--- config.mk ---
export PLATFORM = sky130hd
export DESIGN_NAME = template_scheduler
export DESIGN_NICKNAME = d
export VERILOG_FILES = /design/src/rtl/template_pkg.sv /design/src/rtl/template_rr_arbiter.sv /design/src/rtl/template_scheduler.sv
export SDC_FILE = /design/constraint.sdc
export NUM_CORES = 1
export LEC_CHECK = 0
export ABC_AREA = 1
export CORE_AREA = 2 2 94 96
export CTS_BUF_LIST = sky130_fd_sc_hd__clkbuf_4 sky130_fd_sc_hd__clkbuf_8
export CTS_CLUSTER_SIZE = 40
export DETAILED_ROUTE_END_ITERATION = 16
export DIE_AREA = 0 0 96 98
export DONT_BUFFER_PORTS = 1
export GPL_ROUTABILITY_DRIVEN = 0
export GPL_TIMING_DRIVEN = 0
export PLACE_DENSITY_LB_ADDON = 0.12
export SKIP_LAST_GASP = 1
export SLEW_MARGIN = 40
export SYNTH_ARGS = -nofsm -noshare
export SYNTH_HDL_FRONTEND = slang
export SYNTH_SLANG_ARGS = --single-unit
export TNS_END_PERCENT = 50
--- constraint.sdc ---
create_clock -name clk -period 3.31 [get_ports clk]
set_input_delay 0 -clock clk [delete_from_list [all_inputs] [get_ports clk]]
set_output_delay 0 -clock clk [all_outputs]
set_load 0.01 [all_outputs]
--- src/rtl/template_pkg.sv ---
// Shared types for the template scheduler: FSM state encoding, in-flight tag format
// and a one-hot to index encoder.
package template_pkg;

  localparam int unsigned DEFAULT_DATA_WIDTH = 32;
  localparam int unsigned MAX_NUM_REQ        = 16;
  localparam int unsigned TAG_ID_W           = $clog2(MAX_NUM_REQ);

  typedef enum logic [1:0] {
    IDLE  = 2'd0,
    ARB   = 2'd1,
    DRAIN = 2'd2
  } template_sched_state_t;

  typedef struct packed {
    logic                valid;
    logic [TAG_ID_W-1:0] id;
  } sched_tag_t;

  // OR-reduction encoder; the input is one-hot or zero by construction.
  function automatic logic [TAG_ID_W-1:0] onehot_idx(input logic [MAX_NUM_REQ-1:0] oh);
    logic [TAG_ID_W-1:0] idx;
    idx = '0;
    for (int i = 0; i < int'(MAX_NUM_REQ); i++) begin
      if (oh[i]) idx = idx | TAG_ID_W'(i);
    end
    return idx;
  endfunction

endpackage

--- src/rtl/template_rr_arbiter.sv ---
// Combinational round-robin arbiter with burst hold: the last winner keeps the grant
// while hold_i allows it, otherwise the search starts after (or at) the pointer.
module template_rr_arbiter #(
  parameter int unsigned NUM_REQ = 4
) (
  input  logic [NUM_REQ-1:0]         req_i,
  input  logic [$clog2(NUM_REQ)-1:0] ptr_i,
  input  logic                       start_at_ptr_i,
  input  logic                       hold_i,
  output logic [NUM_REQ-1:0]         grant_o
);

  localparam int unsigned PW = $clog2(NUM_REQ);

  logic          found;
  logic [PW-1:0] sel;

  // NOTE: combinational logic uses blocking assignments with every output defaulted
  // first, so the search reads as a priority chain and no latch can be inferred.
  always_comb begin
    grant_o = '0;
    found   = 1'b0;
    sel     = '0;
    if (hold_i && req_i[ptr_i]) begin
      grant_o[ptr_i] = 1'b1;
    end else begin
      for (int k = 0; k < int'(NUM_REQ); k++) begin
        sel = PW'((int'(ptr_i) + (start_at_ptr_i ? 0 : 1) + k) % int'(NUM_REQ));
        if (!found && req_i[sel]) begin
          grant_o[sel] = 1'b1;
          found        = 1'b1;
        end
      end
    end
  end

endmodule

--- src/rtl/template_scheduler.sv ---
// Round-robin scheduler sharing one fixed-latency datapath between NUM_REQ requesters.
// Optional per-requester saturating grant counters: define TEMPLATE_SCHEDULER_STATS_EN.
module template_scheduler
  import template_pkg::*;
#(
  parameter int unsigned NUM_REQ    = 4,
  parameter int unsigned DATA_WIDTH = DEFAULT_DATA_WIDTH,
  parameter int unsigned DP_LATENCY = 3,
  parameter int unsigned MAX_BURST  = 8
) (
  input  logic                          clk,
  input  logic                          reset,
  input  logic [NUM_REQ-1:0]            req_valid,
  input  logic [NUM_REQ*DATA_WIDTH-1:0] req_data,
  output logic [NUM_REQ-1:0]            req_ready,
  output logic [DATA_WIDTH-1:0]         dp_input_data,
  output logic                          dp_input_valid,
  input  logic [DATA_WIDTH-1:0]         dp_output_data,
  output logic                          resp_valid,
  output logic [$clog2(NUM_REQ)-1:0]    resp_id,
  output logic [DATA_WIDTH-1:0]         resp_data,
  input  logic                          flush_req,
  output logic                          flush_done,
  output logic                          busy
`ifdef TEMPLATE_SCHEDULER_STATS_EN
  ,
  input  logic                          stats_clear,
  output logic [NUM_REQ*16-1:0]         grant_count
`endif
);

  localparam int unsigned ID_W = $clog2(NUM_REQ);
  localparam int unsigned BW   = $clog2(MAX_BURST + 1);
  localparam logic [BW-1:0] BURST_MAX = BW'(MAX_BURST);

  template_sched_state_t state_q;
  logic                  flush_done_q;
  logic [ID_W-1:0]       ptr_q;
  logic [BW-1:0]         burst_q;
  logic [DATA_WIDTH-1:0] dp_data_q;
  sched_tag_t            in_tag_q;
  sched_tag_t            tag_q [DP_LATENCY];
  logic                  resp_valid_q;
  logic [ID_W-1:0]       resp_id_q;
  logic [DATA_WIDTH-1:0] resp_data_q;

  logic [NUM_REQ-1:0]    grant;
  logic                  accept;
  logic [TAG_ID_W-1:0]   grant_idx;
  logic [ID_W-1:0]       acc_idx;
  logic [DATA_WIDTH-1:0] sel_data;
  logic                  busy_c;

  template_rr_arbiter #(.NUM_REQ(NUM_REQ)) u_arb (
    .req_i          (req_valid),
    .ptr_i          (ptr_q),
    .start_at_ptr_i (burst_q == '0),
    .hold_i         ((burst_q != '0) && (burst_q < BURST_MAX)),
    .grant_o        (grant)
  );

  assign req_ready = (state_q == ARB) ? grant : '0;
  assign accept    = |(req_valid & req_ready);
  assign grant_idx = onehot_idx(MAX_NUM_REQ'(grant));
  assign acc_idx   = grant_idx[ID_W-1:0];

  always_comb begin
    sel_data = '0;
    for (int i = 0; i < int'(NUM_REQ); i++) begin
      if (grant[i]) sel_data = req_data[i*DATA_WIDTH +: DATA_WIDTH];
    end
  end

  always_comb begin
    busy_c = in_tag_q.valid;
    for (int j = 0; j < int'(DP_LATENCY); j++) busy_c = busy_c | tag_q[j].valid;
  end

  // Control FSM; flush_done is registered so it rises the cycle after busy falls.
  always_ff @(posedge clk or negedge reset) begin
    if (!reset) begin
      state_q      <= IDLE;
      flush_done_q <= 1'b0;
    end else begin
      unique case (state_q)
        IDLE:    if (flush_req) state_q <= DRAIN;
                 else if (|req_valid) state_q <= ARB;
        ARB:     if (flush_req) state_q <= DRAIN;
                 else if (!(|req_valid) && !busy_c) state_q <= IDLE;
        DRAIN:   if (!flush_req) state_q <= IDLE;
        default: state_q <= IDLE;
      endcase
      flush_done_q <= (state_q == DRAIN) && flush_req && !busy_c;
    end
  end

  // The input tag register travels with dp_input_valid; the burst count saturates at
  // MAX_BURST when a lone requester keeps winning after forced rotation.
  always_ff @(posedge clk or negedge reset) begin
    if (!reset) begin
      dp_data_q <= '0;
      in_tag_q  <= '0;
      ptr_q     <= '0;
      burst_q   <= '0;
    end else if (accept) begin
      dp_data_q      <= sel_data;
      in_tag_q.valid <= 1'b1;
      in_tag_q.id    <= grant_idx;
      ptr_q          <= acc_idx;
      if (acc_idx == ptr_q) burst_q <= (burst_q == BURST_MAX) ? burst_q : burst_q + 1'b1;
      else                  burst_q <= BW'(1);
    end else begin
      in_tag_q.valid <= 1'b0;
    end
  end

  // NOTE: the tag array is reset, unlike a plain data memory, because a stale valid
  // bit surviving reset would emit a response for a word that was dropped.
  always_ff @(posedge clk or negedge reset) begin
    if (!reset) begin
      for (int j = 0; j < int'(DP_LATENCY); j++) tag_q[j] <= '0;
    end else begin
      tag_q[0] <= in_tag_q;
      for (int j = 1; j < int'(DP_LATENCY); j++) tag_q[j] <= tag_q[j-1];
    end
  end

  always_ff @(posedge clk or negedge reset) begin
    if (!reset) begin
      resp_valid_q <= 1'b0;
      resp_id_q    <= '0;
      resp_data_q  <= '0;
    end else begin
      resp_valid_q <= tag_q[DP_LATENCY-1].valid;
      if (tag_q[DP_LATENCY-1].valid) begin
        resp_id_q   <= tag_q[DP_LATENCY-1].id[ID_W-1:0];
        resp_data_q <= dp_output_data;
      end
    end
  end

`ifdef TEMPLATE_SCHEDULER_STATS_EN
  logic [15:0] cnt_q [NUM_REQ];

  always_ff @(posedge clk or negedge reset) begin
    if (!reset) begin
      for (int i = 0; i < int'(NUM_REQ); i++) cnt_q[i] <= '0;
    end else begin
      for (int i = 0; i < int'(NUM_REQ); i++) begin
        if (stats_clear)                                   cnt_q[i] <= '0;
        else if (accept && grant[i] && cnt_q[i] != 16'hFFFF) cnt_q[i] <= cnt_q[i] + 16'd1;
      end
    end
  end

  for (genvar g = 0; g < int'(NUM_REQ); g++) begin : g_cnt
    assign grant_count[g*16 +: 16] = cnt_q[g];
  end
`endif

  assign dp_input_data  = dp_data_q;
  assign dp_input_valid = in_tag_q.valid;
  assign resp_valid     = resp_valid_q;
  assign resp_id        = resp_id_q;
  assign resp_data      = resp_data_q;
  assign flush_done     = flush_done_q;
  assign busy           = busy_c;

endmodule
==> results of run 1 <==
[metrics by stage]
| step | hold WS, ns | util (%) | cell area (sq um) | std cells |
|---|---|---|---|---|
| 6_report | 0.0244 | 80.9 | 6850 | 907 |
| 5_1_grt | 0.0483 | 80.9 | 6850 | 907 |
| 4_1_cts | 0.00130 | 79.6 | 6740 | 902 |
| 3_5_place_dp | -0.294 | 61.1 | 5180 | 752 |
| 3_3_place_gp | -0.294 | 61.1 | 5180 | 752 |
| 2_1_floorplan | -0.296 | - | 5040 | 644 |
[critical path: cells and delay by family, from the launching register on]
kind	cells	cell delay [ns]
buffers and inverters	4	0.56
AOI/OAI and AO/OA	2	0.31
and+or+nand+nor	11	1.13
DFF	1	0.42
adders and majority gates	3	0.63
[registers in the layout, indices dropped and copies added, names as in the netlist]
name	count
state_q	2
burst_q	4
resp_id	2
flush_done	1
resp_valid	1
dp_input_valid	1
dp_input_data	32
tag_q	9
in_tag_q	2
resp_data	32
[routing by layer]
metal	global-route usage [%]	vias to the layer above
li1	-	2403
met1	44.6	2526
met2	65.5	445
met3	11.4	122
met4	23.3	0
met5	1.67	-
[layout make-up]
| type | count | area, sq um |
|---|---|---|
| buffer | 34 | 225 |
| multi-input combinational | 488 | 2600 |
| clock inverter | 7 | 80.1 |
| clock buffer | 9 | 124 |
| inverter | 36 | 140 |
| tap | 108 | 135 |
| sequential | 86 | 2150 |
| fill | 498 | 1610 |
| timing repair buffer | 139 | 1400 |
[timing repair]
item | CTS | global route
pin swaps | 0 | 2
gates resized for setup | 2 | 24
hold buffers | 134 | 0
buffers inserted | 0 | 5
endpoints found under the hold margin | 154 | 0
cloned | 0 | 0
setup endpoints to repair | 6 | 41
[how the worst max path moves through the flow]
stage	start	to	slack, ns	cells past startpoint
global placement	burst_q[0]	dp_input_data[26]	0.09	17
global route	burst_q[0]	dp_input_data[10]	-0.03	21
CTS	burst_q[0]	req_ready[3]	0.09	16
floorplan	burst_q[0]	dp_input_data[12]	0.55	19
finish	burst_q[0]	dp_input_data[8]	0.18	20
detailed placement	burst_q[0]	dp_input_data[26]	-0.03	19
[cells by family after synthesis]
| group | Yosys count |
|---|---|
| adders and majority gates | 11 |
| buffers and inverters | 70 |
| and+or+nand+nor | 368 |
| muxes | 34 |
| xor gates and xnor gates | 2 |
| DFF | 86 |
| AOI/OAI and AO/OA | 73 |
[placed cells by master (no fill, tap or decap), types with 2 or more instances in the layout]
master / synthesis / layout
a21oi_1: 43 / 43
nand3_1: 87 / 84
buf_1: 2 / 2
nand2_2: 12 / 12
o21ai_0: 8 / 8
nor2_4: 2 / 3
nor2_1: 38 / 37
ha_1: 11 / 10
inv_4: 0 / 2
clkbuf_4: 0 / 2
buf_4: 7 / 13
nand2_4: 3 / 4
buf_2: 17 / 11
mux2_2: 34 / 34
or2_2: 11 / 11
clkbuf_1: 5 / 4
clkbuf_8: 0 / 9
nand4_1: 4 / 4
nand3_2: 3 / 6
dfrtp_1: 86 / 86
inv_6: 0 / 3
o21ai_1: 20 / 20
buf_6: 3 / 6
inv_2: 5 / 4
nand2_1: 202 / 201
nor2_2: 2 / 2
dlygate4sd3_1: 0 / 133
inv_1: 31 / 30
==> summary.txt, run 1 <==
Status
  – Outcome: completed

Synthesis
  – Net Count, Synth: 822
  – Number of library cell types mapped by synthesis: 31
  – Synth cell count leaders: nand2_1, nand3_1, dfrtp_1
  – Sequential-to-total area share from yosys stat: 42.7%
  – FFs w/ async S/R, synth: 100%
  – Simple-gate share of the synthesized area: 32.7%
  – Area contributors post-synth: dfrtp_1, nand2_1, nand3_1
  – Most common cell in the netlist: nand2_1
  – Number of standard cells after synthesis: 644
  – Main synth FF type: dfrtp_1
  – Compound-cell area share of the yosys netlist: 7.37%
  – Post-Syn Area per Cell: 7.83 sq um
  – EDFF count, synth: 0
  – Share of synthesized area spent on multiplexers: 7.59%
  – Dominant combinational cell family by area after synthesis: simple AND/OR/NAND/NOR gates
  – Post-synthesis register bit count: 86
  – Adder-Cell Fraction of Synth Area: 2.73%
  – YS warnings: 0
  – Cell area after synthesis: 5040 sq um
  – Fraction of post-synthesis cell area in the top cell type by area: 42.7%
  – Post-synthesis share of cell area spent on xor and xnor gates: 0.347%
  – Area leader, netlist: dfrtp_1

Clock tree
  – CTS H-Tree Depth: 3
  – Sinks on Clock Net: 86
  – Clock root cell: clkbuf_8
  – Clock tree from TritonCTS: done
  – Number of buffers on the longest clock path: 2
  – Clock buffers created by TritonCTS: 9
  – Clock insertion delay at the later pin of the skew report: 0.36 ns
  – Clock-pin slew on the worst setup and hold paths: 0.10 ns

Hold path
  – Terminating pin of the worst hold path: dp_input_data[9]
  – Class of the tightest hold or removal check: primary input to register
  – Startpoint of the tightest hold check path: req_data[73]
  – Worst hold path cell count: 6

Place
  – Detailed placement HPWL: 10,900 um
  – Count of buffers from port buffering: 0
  – Setup Slack @ Placement: -0.0327 ns

Layout
  – Area growth syn-to-layout: 35.9%
  – Final net count: 972
  – Share of post-route cells with drive strength above 1: 16.3%
  – Ant. Diodes: 0

Routing
  – DRC errors left: 0
  – Number of vias per cell after detailed routing: 6.06
  – Drt pass-1 iters: 7
  – Final routed wirelength across all metal layers: 18,800 um
  – Top layer used by detailed routing: met4
  – Number of DRC violations after detailed-routing iteration 0: 420
  – Wire length on met2: 9130 um
  – Post-route antenna net violation count: 0
  – Routed met3 length: 2050 um
  – Met1 wire length: 6410 um
  – Vias post-DR: 5,496
  – Wire length per cell: 20.7 um

Setup path
  – Most frequent CP cell: nand2_1
  – Worst setup path class: register to register
  – Capture point of the worst reg-to-reg path: dp_input_data[8]
  – Worst reg2reg startpoint: burst_q[0]
  – Cell type of the slowest stage on the worst timing path: dfrtp_1
  – Crit path DAT: 3.44 ns
  – Element type at the critical path start: register
  – Chain of cells forming the critical path: inv_1, ha_1, nand3_2, ha_4, inv_1, nand2_1, nand2_1, ha_1, nand3b_1, nand2_1, nor2_4, nand3_1, nand3_2, nand2_4, buf_6, buf_2, o21ai_1, a21oi_1, nand2_1, nand2_1
  – Cell depth of the worst flop-to-flop path: 20
  – Max Fanout on Critical Path: 10
  – Minimum setup slack among reg-to-reg paths: 0.18 ns
  – Data required time of the worst path: 3.62 ns
  – Stage delay of the slowest cell on the critical path: 0.42 ns
  – Endpoint class of the critical path: register

STA
  – Worst-case headroom to the max-slew limit: 60.1%
  – Max Slew Vio Count: 0
  – Actual slew at the worst max-slew pin: 0.598 ns
  – Final Hold Vio Count: 0
  – Setup Viol. Count Final: 0
  – Clock period minus worst slack: 3.13 ns
  – Clk_skew: 0.0137 ns
  – F_max: 0.319 GHz
  – Fin crit share: 94.6%
  – Post-layout worst setup margin: 0.180 ns
  – Setup TNS: 0 ns

Floorplanning
  – Number of top-level design ports: 241
  – FP Rows: 34
  – Area enclosed by the die boundary: 9410 sq um
  – Core Box Area: 8470 sq um
  – Vertical die dimension: 98 um
  – Die Width: 96 um
  – Starting utilization of the core area: 59.5%

Global route
  – Via count of the first global-routing pass: 5,423
  – Maximum number of pins on one net before global-route repair: 87
  – Residual overflow from global routing: 0
  – Wire length of the first global-routing pass: 28,200 um
  – Antenna violations before repair: 0
  – Overall global routing resource usage: 39.6%

Job
  – Total of max-cap violations: 0
Power of run 1 is left out: the tool's default activity adds up to more than one toggle a clock period on the data nets, which glitch-free logic cannot reach.
==> inputs of run 2 (changes only) <==
ABC_AREA = unset   (was 1)
CORE_AREA = 2 2 92 94   (was 2 2 94 96)
DIE_AREA = 0 0 94 96   (was 0 0 96 98)
==> run 2 against run 1 <==
The flow now finishes with violations (negative setup slack). Die area fell by 4.1%. Global-route usage rose by 2.8 points. Synthesized cell count fell by 20%. Worst hold slack got worse by 0.0075 ns. Register-to-register slack got worse by 0.81 ns. Clock skew barely moved. Sequential share of layout area fell by 2.7 points. Clock-buffer cell count did not move. Synthesized area fell by 2.3%.
==> summary.txt, run 2 <==
Status
  – Outcome: finished with violations
  – Violations in the final reports: negative setup slack

Routing
  – Vias post-DR: 5,878 (+7.0%)
  – Number of DRC violations after detailed-routing iteration 0: 844 (+100%)
  – Number of vias per cell after detailed routing: 7.57 (+25%)
  – Wire length per cell: 31.4 um (+52%)
  – Final routed wirelength across all metal layers: 24,400 um (+30%)
  – Drt pass-1 iters: 6 (-1)
  – DRC errors left: 0 (unchanged)
  – Post-route antenna net violation count: 0 (unchanged)

Setup path
  – Chain of cells forming the critical path: inv_2, ha_4, nor2b_4, nand2_2, ha_4, xor2_4, inv_2, ha_4, mux2i_4, mux2_4, buf_6, o211ai_1, a41oi_4, a22oi_2, a21oi_4, buf_6, buf_12, buf_16, nor2_2, a21oi_1
  – Number of buffer and inverter stages on the critical path: 6 (+2)
  – Worst reg2reg startpoint: burst_q[1]
  – Logic depth of the worst path, buffers included: 20 (unchanged)
  – Cell depth of the worst flop-to-flop path: 20 (unchanged)
  – Minimum setup slack among reg-to-reg paths: -0.63 ns (-0.81 ns)
  – Setup crit start: burst_q[1]
  – Endpoint class of the critical path: register
  – Cell class contributing the biggest share of worst-path delay: compound AO/OA/AOI/OAI gates
  – Data required time of the worst path: 3.60 ns (-0.02 ns)
  – Worst setup path class: register to register
  – Stage delay of the slowest cell on the critical path: 0.41 ns (about the same)
  – Cell type of the slowest stage on the worst timing path: dfrtp_1
  – Element type at the critical path start: register
  – Max Fanout on Critical Path: 6 (-4)
  – Most frequent CP cell: ha_4
  – Capture point of the worst reg-to-reg path: dp_input_data[19]
  – Crit path DAT: 4.23 ns (+0.79 ns)

STA
  – Clk_skew: 0.0134 ns (-0.000277 ns)
  – Max Slew Vio Count: 0 (unchanged)
  – Post-layout worst setup margin: -0.633 ns (-0.813 ns)
  – RSZ-0062 raised after global routing: true
  – Worst-case headroom to the max-slew limit: 54.9% (-5.2 points)
  – Setup Viol. Count Final: 43 (+43)
  – Final Hold Vio Count: 0 (unchanged)
  – Actual slew at the worst max-slew pin: 0.677 ns (+0.0787 ns)
  – F_max: 0.254 GHz (-21%)
  – Fin crit share: 119% (+25 points)
  – Clock period minus worst slack: 3.94 ns (+0.813 ns)

Synthesis
  – Net Count, Synth: 691 (-16%)
  – Cell area after synthesis: 4920 sq um (-2.3%)
  – Fraction of post-synthesis cell area in the top cell type by area: 43.7% (+1.0 points)
  – Post-synthesis register bit count: 86 (unchanged)
  – Synth cell count leaders: dfrtp_1, nor2_1, a21oi_1
  – Area leader, netlist: dfrtp_1
  – EDFF count, synth: 0 (unchanged)
  – FFs w/ async S/R, synth: 100% (unchanged)
  – YS warnings: 0 (unchanged)
  – Number of standard cells after synthesis: 513 (-20%)
  – Number of library cell types mapped by synthesis: 60 (+94%)
  – Main synth FF type: dfrtp_1
  – Area contributors post-synth: dfrtp_1, mux2_2, a21oi_1
  – Post-Syn Area per Cell: 9.60 sq um (+23%)
  – Sequential-to-total area share from yosys stat: 43.7% (+1.0 points)
  – Most common cell in the netlist: dfrtp_1

Global route
  – Antenna violations before repair: 2 (+2)
  – Wire length of the first global-routing pass: 29,000 um (+2.9%)
  – Maximum number of pins on one net before global-route repair: 87 (unchanged)
  – Overall global routing resource usage: 42.4% (+2.8 points)
  – Via count of the first global-routing pass: 5,223 (-3.7%)
  – Residual overflow from global routing: 0 (unchanged)

Place
  – Setup Slack @ Placement: -0.804 ns (-0.771 ns)
  – Detailed placement HPWL: 11,000 um (+0.63%)
  – Count of buffers from port buffering: 0 (unchanged)
  – Area post-placement: 5260 sq um (+1.7%)

Layout
  – Leading cell type in the layout, fill and taps excluded: dlygate4sd3_1
  – Share of post-route cells with drive strength above 1: 36.2% (+20 points)
  – Commonest cells after routing, fill and taps aside: dlygate4sd3_1, dfrtp_1, nor2_1, a21oi_1, nand2_1
  – Final standard cell utilization of the core: 93.1% (+12 points)
  – Number of filler instances in the final layout: 243 (-51%)
  – Final net count: 842 (-13%)
  – Area growth syn-to-layout: 52.2%
  – Fin area: 7490 sq um (+9.4%)

Floorplanning
  – Core Box Area: 8050 sq um (-4.9%)
  – Vertical die dimension: 96 um (-2.0%)
  – Starting utilization of the core area: 61.2% (+1.6 points)
  – Area enclosed by the die boundary: 9020 sq um (-4.1%)
  – Die Width: 94 um (-2.1%)
  – Number of top-level design ports: 241 (unchanged)
  – FP Rows: 33 (-2.9%)

Clock tree
  – Clock buffers created by TritonCTS: 9 (unchanged)
  – Clock tree from TritonCTS: done
  – Clock-pin slew on the worst setup and hold paths: 0.11 ns (about the same)
  – Sinks on Clock Net: 86 (unchanged)
  – Clock insertion delay at the later pin of the skew report: 0.37 ns (about the same)
  – Number of buffers on the longest clock path: 2 (unchanged)
  – Clock root cell: clkbuf_8
  – CTS H-Tree Depth: 3 (unchanged)

Hold path
  – Terminating pin of the worst hold path: dp_input_data[1]
  – Worst hold path cell count: 4 (-2)
  – Startpoint of the tightest hold check path: req_data[1]
  – Class of the tightest hold or removal check: primary input to register

Job
  – Total of max-cap violations: 0 (unchanged)
[run 2: how the worst max path moves through the flow]
stage | end | slack, ns
2_1_floorplan | burst_q[2] | -0.20
3_3_place_gp | dp_input_data[28] | -0.69
3_5_place_dp | dp_input_data[28] | -0.80
4_1_cts | req_ready[3] | -0.30
5_1_grt | burst_q[2] | -0.70
6_report | dp_input_data[19] | -0.63
[run 2: layer usage]
metal | up-vias | GRT usage [%] | wire [um]
met5 | - | 0 | 0
met4 | 0 | 19.4 | 2310
met3 | 251 | 11.4 | 3530
met2 | 765 | 71.5 | 11000
met1 | 2690 | 51.1 | 7530
li1 | 2172 | - | -
[run 2: logic make-up (layout without fill, tap and decap cells)]
logic type,after synthesis,in the layout,synth area share [%]
AND/OR/NAND/NOR,183,183,17.0
AO/OA/AOI/OAI,134,134,19.5
flip-flops,86,86,43.7
buffers and inverters,50,205,5.16
multiplexers,47,47,11.0
adder cells (fa/ha/maj),11,11,2.79
XOR/XNOR,2,2,0.737
other,0,3,0
[run 2: final cells by class]
type | instances | area, sq um | area share, %
Timing Repair Buffer | 144 | 1500 | 20.1
Inverter | 11 | 46.3 | 0.618
Sequential cell | 86 | 2150 | 28.7
Antenna cell | 3 | 7.51 | 0.100
Clock buffer | 9 | 124 | 1.65
Tap cell | 105 | 131 | 1.75
Clock inverter | 6 | 70.1 | 0.935
Multi-Input combinational cell | 377 | 3130 | 41.8
Buffer | 35 | 330 | 4.41
[run 2: tightest hold or removal path: cells and delay by family]
| kind | cells | cell delay (ns) |
|---|---|---|
| AOI/OAI and AO/OA | 3 | 0.30 |
| and+or+nand+nor | 1 | 0.06 |
[run 2: stage by stage]
step / hold WS, ns / setup TNS, ns / std cells
floorplan: -0.296 / -3.74 / 513
global placement: -0.294 / -25.62 / 618
detailed placement: -0.293 / -28.59 / 618
CTS: 0.0000114 / -9.88 / 760
global route: 0.0233 / -25.57 / 775
finish: 0.0169 / -22.94 / 776
[run 2: repair_timing]
item                       in CTS  in global routing
cloned                          4                  2
setup endpoints to repair      43                 43
hold buffers                  101                  0
pin swaps                      33                 22
hold endpoints to repair      153                  0
gates resized for setup        64                 68
buffers inserted               22                 15
Power of run 2 is left out for the same reason.
